<file path="src/rtl/keypad_scan_ctrl_if.sv">
`default_nettype none
// ============================================================================
// Module      : keypad_scan_ctrl_if
// Description : Key report handshake between the keypad scan controller
//               (master) and the code-entry logic (slave).
// Revision    : 1.0 - initial release
// ============================================================================
interface keypad_scan_ctrl_if;
  logic [3:0] KeyCode;
  logic       KeyValid;
  logic       KeyAck;
  logic       Busy;

  modport master (
    output KeyCode,
    output KeyValid,
    output Busy,
    input  KeyAck
  );

  modport slave (
    input  KeyCode,
    input  KeyValid,
    input  Busy,
    output KeyAck
  );
endinterface
`default_nettype wire

</file>
<file path="src/rtl/keypad_scan_ctrl.sv">
`default_nettype none
// ============================================================================
// Module      : keypad_scan_ctrl
// Description : 4x4 matrix keypad scanner. Walks an active-low column strobe,
//               debounces a single-key row pattern over consecutive scan
//               ticks and reports each press once over a valid/ack handshake.
// Revision    : 1.0 - initial release
// ============================================================================
module keypad_scan_ctrl #(
  parameter int TICK_DIV = 50000,
  parameter int DEB_LEN  = 4
) (
  input  wire logic          Clock,
  input  wire logic          Resetn,
  input  wire logic [3:0]    Row,
  output logic [3:0]         Col,
  keypad_scan_ctrl_if.master key
);

  localparam int                  c_TICK_W    = $clog2(TICK_DIV);
  localparam logic [c_TICK_W-1:0] c_TICK_LAST = c_TICK_W'(TICK_DIV - 1);
  localparam int                  c_CNT_W     = $clog2(DEB_LEN + 1);
  localparam logic [c_CNT_W-1:0]  c_DEB_MAX   = c_CNT_W'(DEB_LEN);
  localparam logic [c_CNT_W-1:0]  c_CNT_ONE   = c_CNT_W'(1);

  typedef enum logic [1:0] {
    ST_SCAN     = 2'd0,
    ST_DEBOUNCE = 2'd1,
    ST_HOLD     = 2'd2,
    ST_RELEASE  = 2'd3
  } state_t;

  logic [3:0]          r_row_meta;
  logic [3:0]          r_rs;
  logic [c_TICK_W-1:0] r_tick_cnt;
  logic                w_tick;

  state_t              r_state,     w_state_nx;
  logic [1:0]          r_col_idx,   w_col_nx;
  logic [c_CNT_W-1:0]  r_cnt,       w_cnt_nx;
  logic [c_CNT_W-1:0]  w_cnt_inc;
  logic [1:0]          r_row_idx,   w_row_idx_nx;
  logic [3:0]          r_key_code,  w_code_nx;
  logic                r_key_valid, w_valid_nx;

  logic                w_row_ok;
  logic [1:0]          w_row_idx;

  // Two-flop synchroniser for the asynchronous row pins (idle level is all-ones)
  always_ff @(posedge Clock or negedge Resetn) begin
    if (!Resetn) begin
      r_row_meta <= 4'hF;
      r_rs       <= 4'hF;
    end else begin
      r_row_meta <= Row;
      r_rs       <= r_row_meta;
    end
  end

  // Free-running scan tick divider
  always_ff @(posedge Clock or negedge Resetn) begin
    if (!Resetn) begin
      r_tick_cnt <= '0;
    end else if (r_tick_cnt == c_TICK_LAST) begin
      r_tick_cnt <= '0;
    end else begin
      r_tick_cnt <= r_tick_cnt + c_TICK_W'(1);
    end
  end

  assign w_tick = (r_tick_cnt == c_TICK_LAST);

  // Only a single low row is a usable key; ghosting/multi-key reads as no key
  always_comb begin
    w_row_ok  = 1'b1;
    w_row_idx = 2'd0;
    case (r_rs)
      4'b1110: w_row_idx = 2'd0;
      4'b1101: w_row_idx = 2'd1;
      4'b1011: w_row_idx = 2'd2;
      4'b0111: w_row_idx = 2'd3;
      default: w_row_ok  = 1'b0;
    endcase
  end

  // Controller state and report registers
  always_ff @(posedge Clock or negedge Resetn) begin
    if (!Resetn) begin
      r_state     <= ST_SCAN;
      r_col_idx   <= 2'd0;
      r_cnt       <= '0;
      r_row_idx   <= 2'd0;
      r_key_code  <= 4'd0;
      r_key_valid <= 1'b0;
    end else begin
      r_state     <= w_state_nx;
      r_col_idx   <= w_col_nx;
      r_cnt       <= w_cnt_nx;
      r_row_idx   <= w_row_idx_nx;
      r_key_code  <= w_code_nx;
      r_key_valid <= w_valid_nx;
    end
  end

  // Next-state logic: everything except the ack in HOLD advances on ticks only
  always_comb begin
    w_state_nx   = r_state;
    w_col_nx     = r_col_idx;
    w_cnt_nx     = r_cnt;
    w_row_idx_nx = r_row_idx;
    w_code_nx    = r_key_code;
    w_valid_nx   = r_key_valid;
    // Counter saturates so it can never wrap back into a false match
    w_cnt_inc    = (r_cnt == c_DEB_MAX) ? r_cnt : r_cnt + c_CNT_ONE;

    case (r_state)
      ST_SCAN: begin
        if (w_tick) begin
          if (w_row_ok) begin
            w_row_idx_nx = w_row_idx;
            w_cnt_nx     = c_CNT_ONE;
            if (DEB_LEN == 1) begin
              w_code_nx  = {w_row_idx, r_col_idx};
              w_valid_nx = 1'b1;
              w_state_nx = ST_HOLD;
            end else begin
              w_state_nx = ST_DEBOUNCE;
            end
          end else begin
            w_col_nx = r_col_idx + 2'd1;
          end
        end
      end

      ST_DEBOUNCE: begin
        if (w_tick) begin
          if (w_row_ok && (w_row_idx == r_row_idx)) begin
            w_cnt_nx = w_cnt_inc;
            if (w_cnt_inc == c_DEB_MAX) begin
              w_code_nx  = {r_row_idx, r_col_idx};
              w_valid_nx = 1'b1;
              w_state_nx = ST_HOLD;
            end
          end else begin
            // Retry the same column on the next tick rather than moving on
            w_cnt_nx   = '0;
            w_state_nx = ST_SCAN;
          end
        end
      end

      ST_HOLD: begin
        if (r_key_valid && key.KeyAck) begin
          w_valid_nx = 1'b0;
          w_cnt_nx   = '0;
          w_state_nx = ST_RELEASE;
        end
      end

      ST_RELEASE: begin
        if (w_tick) begin
          if (r_rs == 4'hF) begin
            w_cnt_nx = w_cnt_inc;
            if (w_cnt_inc == c_DEB_MAX) begin
              w_cnt_nx   = '0;
              w_col_nx   = r_col_idx + 2'd1;
              w_state_nx = ST_SCAN;
            end
          end else begin
            w_cnt_nx = '0;
          end
        end
      end

      default: begin
        w_state_nx = ST_SCAN;
      end
    endcase
  end

  assign Col          = ~(4'b0001 << r_col_idx);
  assign key.KeyCode  = r_key_code;
  assign key.KeyValid = r_key_valid;
  assign key.Busy     = (r_state != ST_SCAN);

endmodule
`default_nettype wire

</file>
<file path="src/flat_wrapper.sv">
// flat-port wrapper written by rule: the top's interface ports become plain ports
module keypad_scan_ctrl_flat 
#(
  parameter int TICK_DIV = 50000,
  parameter int DEB_LEN  = 4
)
  (Clock, Resetn, Row, Col, key_KeyCode, key_KeyValid, key_Busy, key_KeyAck);
  keypad_scan_ctrl_if key_i ();
  input  wire logic Clock;
  input  wire logic Resetn;
  input  wire logic [3:0] Row;
  output logic [3:0] Col;
  output wire logic [$bits(key_i.KeyCode)-1:0] key_KeyCode;
  output wire logic [$bits(key_i.KeyValid)-1:0] key_KeyValid;
  output wire logic [$bits(key_i.Busy)-1:0] key_Busy;
  input wire logic [$bits(key_i.KeyAck)-1:0] key_KeyAck;
  assign key_KeyCode = key_i.KeyCode;
  assign key_KeyValid = key_i.KeyValid;
  assign key_Busy = key_i.Busy;
  assign key_i.KeyAck = key_KeyAck;
  keypad_scan_ctrl #(.TICK_DIV(TICK_DIV), .DEB_LEN(DEB_LEN)) u_core (.Clock(Clock), .Resetn(Resetn), .Row(Row), .Col(Col), .key(key_i));
endmodule
</file>
<file path="config.mk">
export PLATFORM = sky130hd
export DESIGN_NAME = keypad_scan_ctrl_flat
export DESIGN_NICKNAME = d
export VERILOG_FILES = /design/src/rtl/keypad_scan_ctrl_if.sv /design/src/rtl/keypad_scan_ctrl.sv /design/src/flat_wrapper.sv
export SDC_FILE = /design/constraint.sdc
export NUM_CORES = 1
export LEC_CHECK = 0
export CAP_MARGIN = 15
export CORE_MARGIN = 2
export CORE_UTILIZATION = 25
export DETAILED_ROUTE_END_ITERATION = 6
export PLACE_DENSITY_LB_ADDON = 0.05
export SETUP_SLACK_MARGIN = 0.5
export SLEW_MARGIN = 20
export SYNTH_ARGS = -nofsm -noshare
export SYNTH_HDL_FRONTEND = slang
export SYNTH_SLANG_ARGS = --single-unit
export TNS_END_PERCENT = 50
</file>
<file path="constraint.sdc">
create_clock -name Clock -period 2.2 [get_ports Clock]
set_input_delay 0.22 -clock Clock [delete_from_list [all_inputs] [get_ports Clock]]
set_output_delay 0.22 -clock Clock [all_outputs]
set_load 0.005 [all_outputs]
</file>
==> results.json, run 1 <==
{
  "run_status": "complete, no violations",
  "synth_area_leaders": "dfrtp_1, dfstp_2, ha_1, xor2_1, xnor2_1",
  "die_x_um": 94.0,
  "tightest_slew_ns": 0.882,
  "initial_utilization_pct": 25.9,
  "grt_setup_unrepaired": "yes",
  "yosys.area.top_type": "dfrtp_1",
  "final_layout_size_suffix_gt1_share_pct": 33.8,
  "ant_nets": 0,
  "met1_usage_pct": 15.2,
  "max_freq_mhz": 507,
  "gp_congestion": 0.823,
  "min_path_type": "input pin to async pin",
  "clock_power_share_pct": 40.5,
  "switching_power_uw": 307,
  "grt_pass1_wl_mm": 7.69,
  "maxSlewViolCount": 0,
  "p_per_area_nw_per_um2": 493,
  "core_area_um2": 7810,
  "drt_iter0_drc": 51,
  "yosysUniqueCellTypes": 50,
  "root_buffer": "clkbuf_8",
  "vdd_drop_max_mv": 0.224,
  "yosysMostFrequentCell": "dfrtp_1",
  "synth_top_area_share_pct": 37.1,
  "fin_tns_setup_ns": 0,
  "portBuffers": 16,
  "p_seq_share_pct": 55.3,
  "syn_nets": 201,
  "die_area_um2": 8840,
  "dpl.hpwl_mm": 2.90,
  "period_minus_slack_ns": 1.97,
  "synthArstFlopShare_pct": 100,
  "num_vias": 1466,
  "syn_avg_cell_area_um2": 10.8,
  "routed_wl_mm": 4.42,
  "insertedDiodeCount": 0,
  "ys_seq_area_share_pct": 47.4,
  "critical_path_arrival_ns": 2.15,
  "power.internal_uw": 995,
  "power_frac_comb_pct": 4.2,
  "grt_max_degree": 39,
  "syn-cell-area_um2": 2030,
  "drv_cap": 0,
  "cts_tree": "built",
  "power.leakage_uw": 0.00112,
  "p_sw_share_pct": 23.6,
  "grt-ovfl-total": 0,
  "areaGrowthSynthToFinish_pct": 30.5,
  "synth_edf_count": 0,
  "antenna_found_initial": 0,
  "finalSetupViolations": 0,
  "routed_via_density": 4.48,
  "p_total_uw": 1300,
  "clock_path_buffers": 2,
  "die_h_um": 94.0,
  "endpoint_kind": "flip-flop",
  "row_count": 32,
  "busiest_layer": "met2",
  "wl_per_cell_um": 13.5,
  "io_pins": 17,
  "cts_max_level": 2,
  "ys_top_cells_by_count": "dfrtp_1, nand2_1, nor2_1",
  "final_nets": 238,
  "firstDrtPassIters": 4,
  "gr-usage-met2_pct": 17.6,
  "synthFlopType": "dfrtp_1",
  "clkSlewWorstSetupHoldPaths_ns": 0.08,
  "critPathKind": "flip-flop to flip-flop",
  "cts-buffers-inserted": 5,
  "worstPathMaxFanout": 4,
  "cts.sinks": 38,
  "remaining_drc_errors": 0,
  "met3_usage_pct": 2.73,
  "grt_pass1_vias": 1545,
  "finalHoldViolations": 0,
  "slew_headroom_pct": 41.2,
  "ys_ff_latch": 38,
  "grt_usage_pct": 11.2,
  "clk_latency_ns": 0.29,
  "synthesis.yosys.warnings": 0,
  "required_ns": 2.38,
  "min_period_over_period_pct": 89.6,
  "synthCells": 187,
  "startpoint_type": "flip-flop",
  "skew_ns": 0.00624
}
## path summary, 6_finish.rpt
path                                      start               endpoint  slack, ns  cells after the start
setup / recovery                u_core.r_cnt[0]  u_core.key.KeyCode[1]       0.23                      8
hold / removal                           Resetn  u_core.key.KeyCode[0]       0.04                      1
setup reg to reg                u_core.r_cnt[0]  u_core.key.KeyCode[1]       0.23                      8
hold reg to reg            u_core.r_row_meta[0]         u_core.r_rs[0]       0.36                      0
max in group asynchronous                Resetn   u_core.r_tick_cnt[7]       1.55                      1
min in group Clock                       Row[0]   u_core.r_row_meta[0]       0.33                      1
## cell usage in the layout (no fill, tap or decap), drive strengths merged, types with 3 or more instances in the layout
cell type / count
ha: 7
clkdlybuf4s50: 15
and3: 5
nor2: 15
buf: 21
nand4: 4
nand2: 16
a211oi: 4
a21o: 3
nor3: 3
nand3: 11
o21ai: 3
xnor2: 8
dfrtp: 30
xor2: 10
clkbuf: 6
inv: 11
dfstp: 8
a21oi: 10
mux2: 5
o21a: 3
## cell type report
class,instances,area [µm²]
clock buffer,6,82.6
clock inverter,2,16.3
fill,785,5160
inverter,10,37.5
multi-input combinational,133,1070
sequential,38,962
tap,102,128
timing repair buffer,36,345
## worst max-delay path, stage by stage (launching register included)
cell      delay (ns)
dfrtp_1         0.40
inv_2           0.07
ha_4            0.16
and2b_1         0.21
a211oi_2        0.08
a211o_4         0.30
nor3_4          0.21
buf_12          0.14
mux2_4          0.30
## registers in the layout, summed over array words and instances (netlist names), named ones only
signal               cells
u_core.r_rs              4
u_core.r_col_idx         2
u_core.r_row_meta        4
u_core.r_cnt             3
u_core.r_state           1
u_core.key.KeyCode       4
u_core.key.KeyValid      1
u_core.r_tick_cnt       16
u_core.r_row_idx         2
## metal layers
layer	vias to the layer above	wire length [µm]
li1	724	-
met1	719	2150
met2	18	2080
met3	5	128
met4	0	59
met5	-	0
## kinds of logic after synthesis
group | synth area share (%)
AO/OA/AOI/OAI | 13.3
XOR/XNOR | 8.15
buffers and inverters | 4.32
flip-flops | 47.4
multiplexers | 3.52
adder cells (fa/ha/maj) | 4.32
AND/OR/NAND/NOR | 19.0
## through the flow
step	hold slack, ns	setup WS (ns)	instances	util, %	instance area [µm²]
final	0.0443	0.228	327	33.8	2640
after global routing	0.124	0.142	327	33.8	2640
after CTS	0.0729	0.243	327	33.4	2610
after detailed placement	0.347	0.126	300	29.4	2290
after global placement	0.346	0.158	300	29.4	2290
after floorplan	-0.0756	0.306	187	-	2060
## what timing repair did
action | 4_1_cts | 5_1_grt
endpoints found under the hold margin | 0 | 0
pin swaps | 11 | 7
resized for setup | 13 | 8
setup buffers | 19 | 0
hold buffers | 0 | 0
setup endpoints to repair | 27 | 23
## power groups by stage
stage	Combinational, µW	Clock (µW)	Sequential (µW)
2_1_floorplan	24.9	0	728
3_3_place_gp	41.5	0	735
3_5_place_dp	41.7	0	735
4_1_cts	54.0	548	720
5_1_grt	62.2	582	722
6_report	54.2	528	720
(Power assumes the default switching activity.)
==> run 2: changes to the inputs <==
- CORE_ASPECT_RATIO: default -> 1.75
==> run 2 against run 1 <==
  * Clock skew fell by 0.0032 ns
  * Wire length up 3.0%
  * Clock power is 52% higher
  * First-iteration DRC count increased by 69%
  * Total power grew 21%
  * Worst setup slack got worse by 0.0050 ns
  * Cell area grew 1.7%
  * Die area up 0.32%
  * Sequential power about the same
  * Critical path depth decreased by 1
==> results.json, run 2 (same netlist as run 1, synthesis figures left out) <==
{
  "grt-ovfl-total": 0,
  "core_area_um2": 7910,
  "die_h_um": 123,
  "min_path_type": "input pin to async pin",
  "timing.rr.end": "u_core.key.KeyCode[1]",
  "period_minus_slack_ns": 1.98,
  "power.leakage_uw": 0.00116,
  "vdd_drop_max_mv": 0.244,
  "r2r_slack_ns": 0.22,
  "final_nets": 240,
  "cts.hold.buffers_added": 0,
  "finalSetupViolations": 0,
  "placed_cell_area_um2": 2280,
  "ant_nets": 0,
  "io_pins": 17,
  "run_status": "complete, no violations",
  "p_seq_share_pct": 45.8,
  "finalHoldViolations": 0,
  "grt_usage_pct": 11.4,
  "gp_congestion": 0.790,
  "clkSlewWorstSetupHoldPaths_ns": 0.06,
  "worst_slack_ns": 0.223,
  "remaining_drc_errors": 0,
  "grt_pass1_wl_mm": 7.69,
  "startpoint_type": "flip-flop",
  "required_ns": 2.36,
  "max_freq_mhz": 506,
  "regToRegStartpoint": "u_core.r_rs[1]",
  "largest-register": "u_core.r_tick_cnt",
  "initial_utilization_pct": 25.6,
  "holdWs_ns": 0.0520,
  "reg2regPathDepth": 7,
  "worstPathMaxFanout": 6,
  "fin_tns_setup_ns": 0,
  "root_buffer": "clkbuf_16",
  "cts_max_level": 2,
  "largest_reg_flops": 16,
  "clock_power_share_pct": 51.1,
  "clock_path_buffers": 2,
  "p_sw_share_pct": 19.8,
  "cts-buffers-inserted": 5,
  "power.internal_uw": 1260,
  "portBuffers": 16,
  "num_vias": 1536,
  "drv_cap": 0,
  "routed_wl_mm": 4.55,
  "skew_ns": 0.00308,
  "firstDrtPassIters": 4,
  "fillers": 803,
  "insertedDiodeCount": 0,
  "switching_power_uw": 312,
  "final_common_cell": "dfrtp_1",
  "final_layout_size_suffix_gt1_share_pct": 33.5,
  "drt_iter0_drc": 86,
  "routed_via_density": 4.85,
  "critical_path_arrival_ns": 2.14,
  "min_period_over_period_pct": 89.9,
  "final_cell_mix": "dfrtp_1, buf_4, clkdlybuf4s50_1",
  "slew_headroom_pct": 42.8,
  "critPathKind": "flip-flop to flip-flop",
  "startpoint": "u_core.r_rs[1]",
  "areaGrowthSynthToFinish_pct": 32.6,
  "maxSlewViolCount": 0,
  "antenna_found_initial": 0,
  "grt_max_degree": 39,
  "die_x_um": 72.0,
  "clk_latency_ns": 0.28,
  "p_per_area_nw_per_um2": 587,
  "endpoint_kind": "flip-flop",
  "tightest_slew_ns": 0.857,
  "row_count": 43,
  "p_total_uw": 1580,
  "power_frac_comb_pct": 3.1,
  "dpl.hpwl_mm": 3.25,
  "wl_per_cell_um": 14.4,
  "worstSetupEndpoint": "u_core.key.KeyCode[1]",
  "grt_setup_unrepaired": "yes",
  "die_area_um2": 8870,
  "final_cell_area_um2": 2690,
  "pre_cts_ws_ns": 0.150,
  "grt_pass1_vias": 1629,
  "cts_tree": "built",
  "cts.sinks": 38
}
-- run 2: layout make-up --
cell class | instances | area, µm² | area share, %
inverters | 10 | 37.5 | 1.40
repair buffers | 38 | 324 | 12.1
well taps | 90 | 113 | 4.19
clock buffers | 5 | 125 | 4.66
clock inverters | 3 | 40.0 | 1.49
multi-input cells | 133 | 1080 | 40.4
flip-flops and latches | 38 | 962 | 35.8
-- run 2: power groups by stage --
stage          Sequential [µW]  Clock [µW]  Combinational (µW)
4_1_cts                    723         839                44.1
2_1_floorplan              728           0                24.9
6_report                   722         805                49.1
3_3_place_gp               734           0                41.2
5_1_grt                    723         861                55.7
3_5_place_dp               735           0                42.3
-- run 2: what timing repair did --
item                                    4_1_cts  5_1_grt
hold endpoints to repair                      0        0
setup buffers                                12        9
endpoints found under the setup margin       19       23
pin swaps                                    10        9
resized for setup                             9       11
-- run 2: critical path, cell delays in order (launching register included) --
cell and delay, ns:
dfstp_2 0.59, buf_4 0.13, nand2b_1 0.06, a211oi_1 0.20, a41o_2 0.16, nand3_4 0.08, nor3_4 0.31, mux2_4 0.33
-- run 2: how the worst min path moves through the flow --
| stage | start | end | slack (ns) | cells after the start |
|---|---|---|---|---|
| 2_1_floorplan | Resetn | async pin | -0.08 | 0 |
| 3_3_place_gp | u_core.r_row_meta[2] | u_core.r_rs[2] | 0.35 | 0 |
| 3_5_place_dp | u_core.r_row_meta[0] | u_core.r_rs[0] | 0.35 | 0 |
| 4_1_cts | Resetn | u_core.key.KeyCode[2] | 0.09 | 1 |
| 5_1_grt | Resetn | u_core.key.KeyCode[2] | 0.12 | 1 |
| 6_report | Resetn | u_core.key.KeyCode[2] | 0.05 | 1 |
-- run 2: stage by stage --
step | util [%] | instances
final | 34.0 | 317
after global routing | 34.0 | 317
after CTS | 32.6 | 308
after detailed placement | 28.8 | 288
after global placement | 28.8 | 288
after floorplan | - | 187
-- run 2: layer usage --
metal  vias to the layer above  GRT usage (%)  routed length (µm)
met1                       759           10.9                1680
met2                        31           21.8                2560
met4                         0           7.08                 185
met5                         -              0                   0
met3                        15           1.96                 125
li1                        731              -                   -
==> run 3: changes to the inputs <==
- CTS_CLUSTER_SIZE: default -> 16
- RECOVER_POWER: default -> 25
==> run 3 against run 2 <==
  * Clock power about the same
  * First-iteration DRC count stayed put
  * Hold slack did not move
  * Sequential cell count unchanged
  * Maximum frequency is the same
  * Count of clock-buffer cells in the layout did not move
  * Die area is the same
  * Critical endpoint unchanged
  * Largest cell class unchanged
  * Largest power group unchanged
==> results.json, run 3 (same netlist as run 1, synthesis figures left out) <==
{
  "run_status": "complete, no violations",
  "grt_pass1_vias": 1629,
  "startpoint": "u_core.r_rs[1]",
  "max_freq_mhz": 506,
  "clk_latency_ns": 0.28,
  "endpoint_kind": "flip-flop",
  "num_vias": 1536,
  "max_stage_delay_ns": 0.59,
  "initial_utilization_pct": 25.6,
  "critical_path_arrival_ns": 2.14,
  "wl_per_cell_um": 14.4,
  "largest-register": "u_core.r_tick_cnt",
  "grt_usage_pct": 11.4,
  "regToRegStartpoint": "u_core.r_rs[1]",
  "areaGrowthSynthToFinish_pct": 32.6,
  "reg2regPathDepth": 7,
  "cts-buffers-inserted": 5,
  "critPathKind": "flip-flop to flip-flop",
  "cts_max_level": 2,
  "die_area_um2": 8870,
  "final_layout_size_suffix_gt1_share_pct": 33.5,
  "cp_slowest_cell": "dfstp_2",
  "tightest_slew_ns": 0.857,
  "row_count": 43,
  "die_x_um": 72.0,
  "r2r_slack_ns": 0.22,
  "drv_cap": 0,
  "gp_congestion": 0.790,
  "final_common_cell": "dfrtp_1",
  "cts.sinks": 38,
  "final_nets": 240,
  "worst_slack_ns": 0.223,
  "critPathTopFamily": "flip-flops",
  "timing.rr.end": "u_core.key.KeyCode[1]",
  "required_ns": 2.36,
  "clkSlewWorstSetupHoldPaths_ns": 0.06,
  "startpoint_type": "flip-flop",
  "portBuffers": 16,
  "maxSlewViolCount": 0,
  "clock_path_buffers": 2,
  "min_path_type": "input pin to async pin",
  "finalSetupViolations": 0,
  "pre_cts_ws_ns": 0.150,
  "firstDrtPassIters": 4,
  "core_area_um2": 7910,
  "power.leakage_uw": 0.00116,
  "grt_pass1_wl_mm": 7.69,
  "p_per_area_nw_per_um2": 586,
  "die_h_um": 123,
  "drt_iter0_drc": 86,
  "insertedDiodeCount": 0,
  "cts.hold.buffers_added": 0,
  "period_minus_slack_ns": 1.98,
  "worstSetupEndpoint": "u_core.key.KeyCode[1]",
  "worst-path-buf-inv": 1,
  "slew_headroom_pct": 42.8,
  "largest_reg_flops": 16,
  "ant_nets": 0,
  "finalHoldViolations": 0,
  "min_period_over_period_pct": 89.9,
  "grt-ovfl-total": 0,
  "root_buffer": "clkbuf_16",
  "cts_tree": "built",
  "antenna_found_initial": 0,
  "vdd_drop_max_mv": 0.244,
  "skew_ns": 0.00308,
  "grt_max_degree": 39,
  "path_cells": "buf_4, nand2b_1, a211oi_1, a41o_2, nand3_4, nor3_4, mux2_4",
  "path_depth": 7,
  "io_pins": 17,
  "routed_via_density": 4.85,
  "routed_wl_mm": 4.55,
  "fin_tns_setup_ns": 0,
  "remaining_drc_errors": 0,
  "final_cell_mix": "dfrtp_1, buf_4, nor2_1, nand2_1, clkdlybuf4s50_1",
  "worstPathMaxFanout": 6,
  "dpl.hpwl_mm": 3.25,
  "grt_setup_unrepaired": "yes"
}
==> run 3: cell types whose count changed in the layout (fill, tap and decap cells not counted) <==
| cell | change |
|---|---|
| clkdlybuf4s50_1 | -4 |
| dlygate4sd3_1 | +4 |
==> run 3: worst min-delay path by stage <==
stage	endpoint	slack (ns)	depth (start not counted)
after floorplan	async pin	-0.08	0
after global placement	u_core.r_rs[2]	0.35	0
after detailed placement	u_core.r_rs[0]	0.35	0
after CTS	u_core.key.KeyCode[2]	0.09	1
after global routing	u_core.key.KeyCode[2]	0.12	1
final	u_core.key.KeyCode[2]	0.05	1
==> run 3: metal layers <==
metal	global-route usage [%]	routed length, µm
met4	7.08	185
met2	21.8	2560
met5	0	0
met1	10.9	1680
met3	1.96	125
==> run 3: power breakdown <==
| part | leakage, µW | switching, µW | internal (µW) |
|---|---|---|---|
| Sequential | 0.000477 | 9.49 | 713 |
| Combinational | 0.000597 | 27.4 | 20.2 |
| Clock | 0.0000836 | 275 | 530 |
| Total | 0.00116 | 312 | 1260 |
==> run 3: layout make-up <==
class,count,area (µm²)
clock buffer,5,125
clock inverter,3,40.0
fill,803,5220
inverter,10,37.5
multi-input combinational,133,1080
sequential,38,962
tap,90,113
timing repair buffer,38,324
==> run 3: what timing repair did <==
item / CTS / global route
buffers inserted: 12 / 9
pin swaps: 10 / 9
resized for setup: 9 / 11
endpoints found under the setup margin: 19 / 23
==> run 3: metrics by stage <==
step	power [µW]	utilization [%]	hold WS, ns	instances	cell area [µm²]
after floorplan	753	-	-0.0756	187	2060
after detailed placement	778	28.8	0.348	288	2280
after CTS	1610	32.6	0.0868	308	2570
final	1580	34.0	0.0520	317	2690
after global placement	776	28.8	0.346	288	2280
after global routing	1640	34.0	0.120	317	2690
==> patch 1, RTL diff (settings of run 2) <==
One comparison of `r_tick_cnt` changes from == to >=.
--- a/src/rtl/keypad_scan_ctrl.sv
+++ b/src/rtl/keypad_scan_ctrl.sv
@@ -70,3 +70,3 @@
 
-  assign w_tick = (r_tick_cnt == c_TICK_LAST);
+  assign w_tick = (r_tick_cnt >= c_TICK_LAST);
 
Check against the original RTL: same outputs for any inputs over 10 cycles, from zero or initial values and one cycle with Resetn low; that may be too few to reach the edited logic, so the function may still have changed.
==> patch 1 against run 2 <==
  * Setup slack better by 13 ps
  * Sequential cell count is the same
  * Cell area fell by 4.9%
  * Wire length shrank 2.5%
  * Synthesized cell count down 0.53%
  * Via count shrank 2.7%
  * Total power grew 0.94%
  * Critical path depth is 1 lower
  * Synthesized area down 5.1%
  * Largest cell class unchanged
  * Largest power group unchanged
==> patch 1: results (changes against run 2) <==
| Metric | Value |
|---|---|
| Logic depth of the worst register-to-register path | `6 (-1)` |
| Leak | `1.06 nW (-7.9%)` |
| Slew at the pin with the worst max-slew slack | `873 ps (+16.0 ps)` |
| Detailed-route wire length on metal 1 | `1.76 mm (+5.0%)` |
| Number of signal-net buffers in the layout | `32 (-16%)` |
| Share of cell area taken by muxes after synthesis | `4.10% (+0.58 points)` |
| Non-clock inverter count in the final layout | `12 (+2)` |
| Critical path launch point | `u_core.r_rs[3]$_DFF_PN1_` |
| Adder-cell area share of the yosys netlist | `4.55% (+0.23 points)` |
| Largest fanout on the critical path | `4 (-2)` |
| Number of global-route vias before repair | `1,549 (-4.9%)` |
| Inst Count DP | `290 (+0.69%)` |
| Clock network share of area | `6.51% (+0.37 points)` |
| Share of post-route cells with drive strength above 1 | `28.7% (-4.8 points)` |
| Global-route met1 utilization | `12.2% (+1.3 points)` |
| Global-route total usage across every layer | `11.5% (+0.12 points)` |
| Number of nets produced by synthesis | `200 (-0.50%)` |
| Layout buffering overhead excluding clock cells | `10.8% (-1.3 points)` |
| Worst ir drop on vdd | `0.478 mV (+96%)` |
| Non-filler instance count after layout | `311 (-1.9%)` |
| Detailed-placement wirelength estimate | `3.10 mm (-4.4%)` |
| First-pass GRT wire length | `7.42 mm (-3.5%)` |
| Critical Path End | `u_core.key.KeyCode[3]$_DFFE_PN0P_` |
| Final Hold Slack | `40.1 ps (-12.0 ps)` |
| Total area of sequential cells | `965 um^2 (+0.26%)` |
| Finished Core Util | `34.0% (about the same)` |
| Global routing met2 resource utilization | `19.9% (-1.9 points)` |
| Final worst slack | `236 ps (+12.6 ps)` |
| Post-synthesis compound-gate area fraction | `10.7% (-2.6 points)` |
| Total length of routed met2 wires | `2.33 mm (-9.3%)` |
| Share of the final layout cell area in multi-input gates | `38.8% (-1.6 points)` |
| Net count reported at finish | `236 (-1.7%)` |
| Worst setup timing slack at the placement stage | `156 ps (+5.36 ps)` |
| Seq area share | `37.8% (+1.9 points)` |
| Maximum cell stage delay along the critical path | `520 ps (-70 ps)` |
| Status | `completed` |
| Share of the synthesized netlist area taken by xor and xnor gates | `7.74% (-0.41 points)` |
| RD Place Congestion | `0.835 (+5.8%)` |
| Area overhead of the layout relative to synthesis | `32.9%` |
| Routed length per placed instance | `14.3 um (-0.60%)` |
| Synth top cells by count | `sky130_fd_sc_hd__dfrtp_1 (30), sky130_fd_sc_hd__nor2_1 (19), sky130_fd_sc_hd__nand2_1 (18)` |
| Top area cells in the synthesized netlist | `sky130_fd_sc_hd__dfrtp_1 (39%), sky130_fd_sc_hd__dfstp_2 (11%), sky130_fd_sc_hd__ha_1 (4.6%), sky130_fd_sc_hd__xnor2_1 (4.1%), sky130_fd_sc_hd__nor2_1 (3.7%)` |
-- patch 1: changes by cell type after synthesis, moves of 3 or more --
cell,change
sky130_fd_sc_hd__o21ai_0,+5
sky130_fd_sc_hd__a211oi_1,-4
sky130_fd_sc_hd__mux2_4,-4
sky130_fd_sc_hd__nor2_1,+4
sky130_fd_sc_hd__mux2_1,+3
sky130_fd_sc_hd__mux2_2,+3
sky130_fd_sc_hd__o21a_1,-3
-- patch 1: power by group through the flow --
stage	clock, mW	sequential, mW	combinational, mW
3_3_place_gp	0	0.731	0.0435
4_1_cts	0.856	0.717	0.0501
6_report	0.826	0.717	0.0484
2_1_floorplan	0	0.730	0.0164
5_1_grt	0.892	0.718	0.0545
3_5_place_dp	0	0.731	0.0448
-- patch 1: timing repair --
item | in CTS | in global routing
resized for setup | 12 | 4
endpoints found under the setup margin | 25 | 27
pin swaps | 10 | 6
buffers inserted | 9 | 4
==> patch 2, RTL diff (settings of run 2) <==
Without the edit above. `TICK_DIV` is set to 50000 in 2 places; all go to 25000.
--- a/src/rtl/keypad_scan_ctrl.sv
+++ b/src/rtl/keypad_scan_ctrl.sv
@@ -9,3 +9,3 @@
 module keypad_scan_ctrl #(
-  parameter int TICK_DIV = 50000,
+  parameter int TICK_DIV = 25000,
   parameter int DEB_LEN  = 4
--- a/src/flat_wrapper.sv
+++ b/src/flat_wrapper.sv
@@ -3,3 +3,3 @@
 #(
-  parameter int TICK_DIV = 50000,
+  parameter int TICK_DIV = 25000,
   parameter int DEB_LEN  = 4
Behaviour: no difference found for any inputs over 10 cycles, from zero or initial values and one cycle with Resetn low; that may be too few to reach the edited logic, so the function may still have changed.
==> patch 2 against run 2 <==
  * Synthesized area down 8.0%
  * Count of clock-buffer cells in the layout up 1
  * Total power up 1.5%
  * Synthesized cell count down 5.9%
  * Wire length down 1.9%
  * Setup slack worse by 150 ps
  * Sequential cell count down 1
  * Cell area up 0.42%
  * Final cell count down 1.9%
  * Critical path type unchanged
  * Critical endpoint unchanged
  * Largest cell class unchanged
  * Largest power group unchanged
==> patch 2: results (changes against run 2) <==
| Metric | Value |
|---|---|
| Startpoint of the lowest-slack hold path | `Row[2]` |
| Worst slew margin relative to its limit | `67.7% (+25 points)` |
| Detailed-route wire length on metal 1 | `1.65 mm (-1.4%)` |
| Met3 routed wirelength | `134 um (+7.2%)` |
| CTS buffer count | `5 (unchanged)` |
| Critical path launch point | `u_core.r_cnt[0]$_DFFE_PN0P_` |
| Net count reported at finish | `238 (-0.83%)` |
| Switching pwr | `0.314 mW (+0.74%)` |
| Pin count of the biggest net entering global routing | `38 (-2.6%)` |
| First-pass GRT wire length | `7.61 mm (-0.99%)` |
| Kind of path behind the tightest hold check | `in2reg` |
| Share of post-route cells with drive strength above 1 | `35.6% (+2.1 points)` |
| Largest fanout on the critical path | `6 (unchanged)` |
| RD Place Congestion | `0.817 (+3.5%)` |
| Iteration-0 DRC count of the detailed router | `62 (-28%)` |
| Count of cell types in the netlist | `44 (-12%)` |
| Number of fillers in the final layout | `712 (-11%)` |
| Global-route total usage across every layer | `11.9% (+0.50 points)` |
| Flip-flop count of the largest register, all copies and words added | `15 (-1)` |
| Count of vias placed by the detailed router | `1,467 (-4.5%)` |
| Routed length per placed instance | `14.4 um (about the same)` |
| Antenna diode instance count | `0 (unchanged)` |
| Status | `completed` |
| Share of the yosys chip area belonging to registers | `50.2% (+2.8 points)` |
| Setup slack, reg-to-reg | `70 ps (-150 ps)` |
| Logic depth of the worst register-to-register path | `5 (-2)` |
| Worst Hold Path Cells | `1` |
| Final Hold Slack | `343 ps (+291 ps)` |
| Detailed-placement wirelength estimate | `3.19 mm (-1.7%)` |
| Clock skew | `3.42 ps (+0.336 ps)` |
| Total Routed Length | `4.47 mm (-1.9%)` |
| Synth top cells by count | `sky130_fd_sc_hd__dfrtp_1 (29), sky130_fd_sc_hd__inv_1 (13), sky130_fd_sc_hd__nand2_1 (12)` |
| Maximum cell stage delay along the critical path | `450 ps (-140 ps)` |
| Cell type group with the largest total delay on the critical path | `simple AND/OR/NAND/NOR gates` |
| Average cell area after synthesis | `10.6 um^2 (-2.3%)` |
| Uppermost layer routed | `met4` |
| Inst Count DP | `297 (+3.1%)` |
| Highest-delay cell along the critical path | `sky130_fd_sc_hd__or3b_4` |
| Worst setup timing slack at the placement stage | `-132 ps (-283 ps)` |
| Number of nets produced by synthesis | `190 (-5.5%)` |
| Clock slew at reported path FFs | `60 ps (about the same)` |
| Initial antenna violation count | `0 (unchanged)` |
| Clock latency on the worst-skew pair | `280 ps (about the same)` |
| Leak | `1.19 nW (+3.3%)` |
| Number of global-route vias before repair | `1,586 (-2.6%)` |
| Top area cells in the synthesized netlist | `sky130_fd_sc_hd__dfrtp_1 (39%), sky130_fd_sc_hd__dfstp_2 (11%), sky130_fd_sc_hd__ha_1 (4.7%), sky130_fd_sc_hd__xor2_1 (3.8%), sky130_fd_sc_hd__mux2_4 (3.2%)` |
| Total length of routed met2 wires | `2.58 mm (+0.59%)` |
| Worst ir drop on vdd | `0.295 mV (+21%)` |
patch 2: cell families (layout without fill, tap and decap cells):
kind of cell | count (synthesis) | in the layout | share of synthesized area, %
AND/OR/NAND/NOR | 60 | 60 | 18.1
flip-flops | 37 | 37 | 50.2
AO/OA/AOI/OAI | 34 | 34 | 11.8
buffers and inverters | 18 | 67 | 4.16
XOR/XNOR | 14 | 14 | 6.58
adder cells (fa/ha/maj) | 7 | 7 | 4.70
multiplexers | 6 | 6 | 4.43
patch 2: per-stage QoR:
step,instance area (um^2),TNS [ps]
after floorplan,1880,-150
final,2700,0
after global placement,2300,-351
after global routing,2700,0
after detailed placement,2300,-602
after CTS,2560,0
patch 2: repair_timing:
action                                  in CTS  in global routing
gates resized for setup                     17                 19
pin swaps                                    6                  6
endpoints found under the setup margin      19                 22
buffers inserted                             1                  5
patch 2: how the worst max path moves through the flow:
stage	endpoint	slack, ps	cells after the start
after floorplan	u_core.key.KeyCode[0]$_DFFE_PN0P_	-40	6
after detailed placement	u_core.key.KeyCode[2]$_DFFE_PN0P_	-130	5
after CTS	u_core.key.KeyCode[1]$_DFFE_PN0P_	40	5
after global placement	u_core.key.KeyCode[3]$_DFFE_PN0P_	-80	5
after global routing	u_core.key.KeyCode[1]$_DFFE_PN0P_	7	5
final	u_core.key.KeyCode[1]$_DFFE_PN0P_	70	5
patch 2: layout make-up:
cell class,count,area share (%)
Sequential cell,37,34.7
Multi-Input combinational cell,121,38.5
Inverter,13,1.81
Tap cell,86,3.99
Timing Repair Buffer,46,14.4
Clock inverter,2,1.39
Clock buffer,6,5.15
patch 2: metal layers:
layer | global-route usage, % | vias to the layer above
met3 | 2.98 | 9
li1 | - | 712
met1 | 12.1 | 720
met4 | 5.88 | 0
met5 | 0 | -
met2 | 21.9 | 26
patch 2: power by group through the flow:
stage	combinational [mW]	clock, mW	sequential [mW]
after global routing	0.0648	0.909	0.702
final	0.0580	0.841	0.702
after CTS	0.0523	0.878	0.701
after global placement	0.0480	0	0.711
after floorplan	0.0176	0	0.708
after detailed placement	0.0488	0	0.712
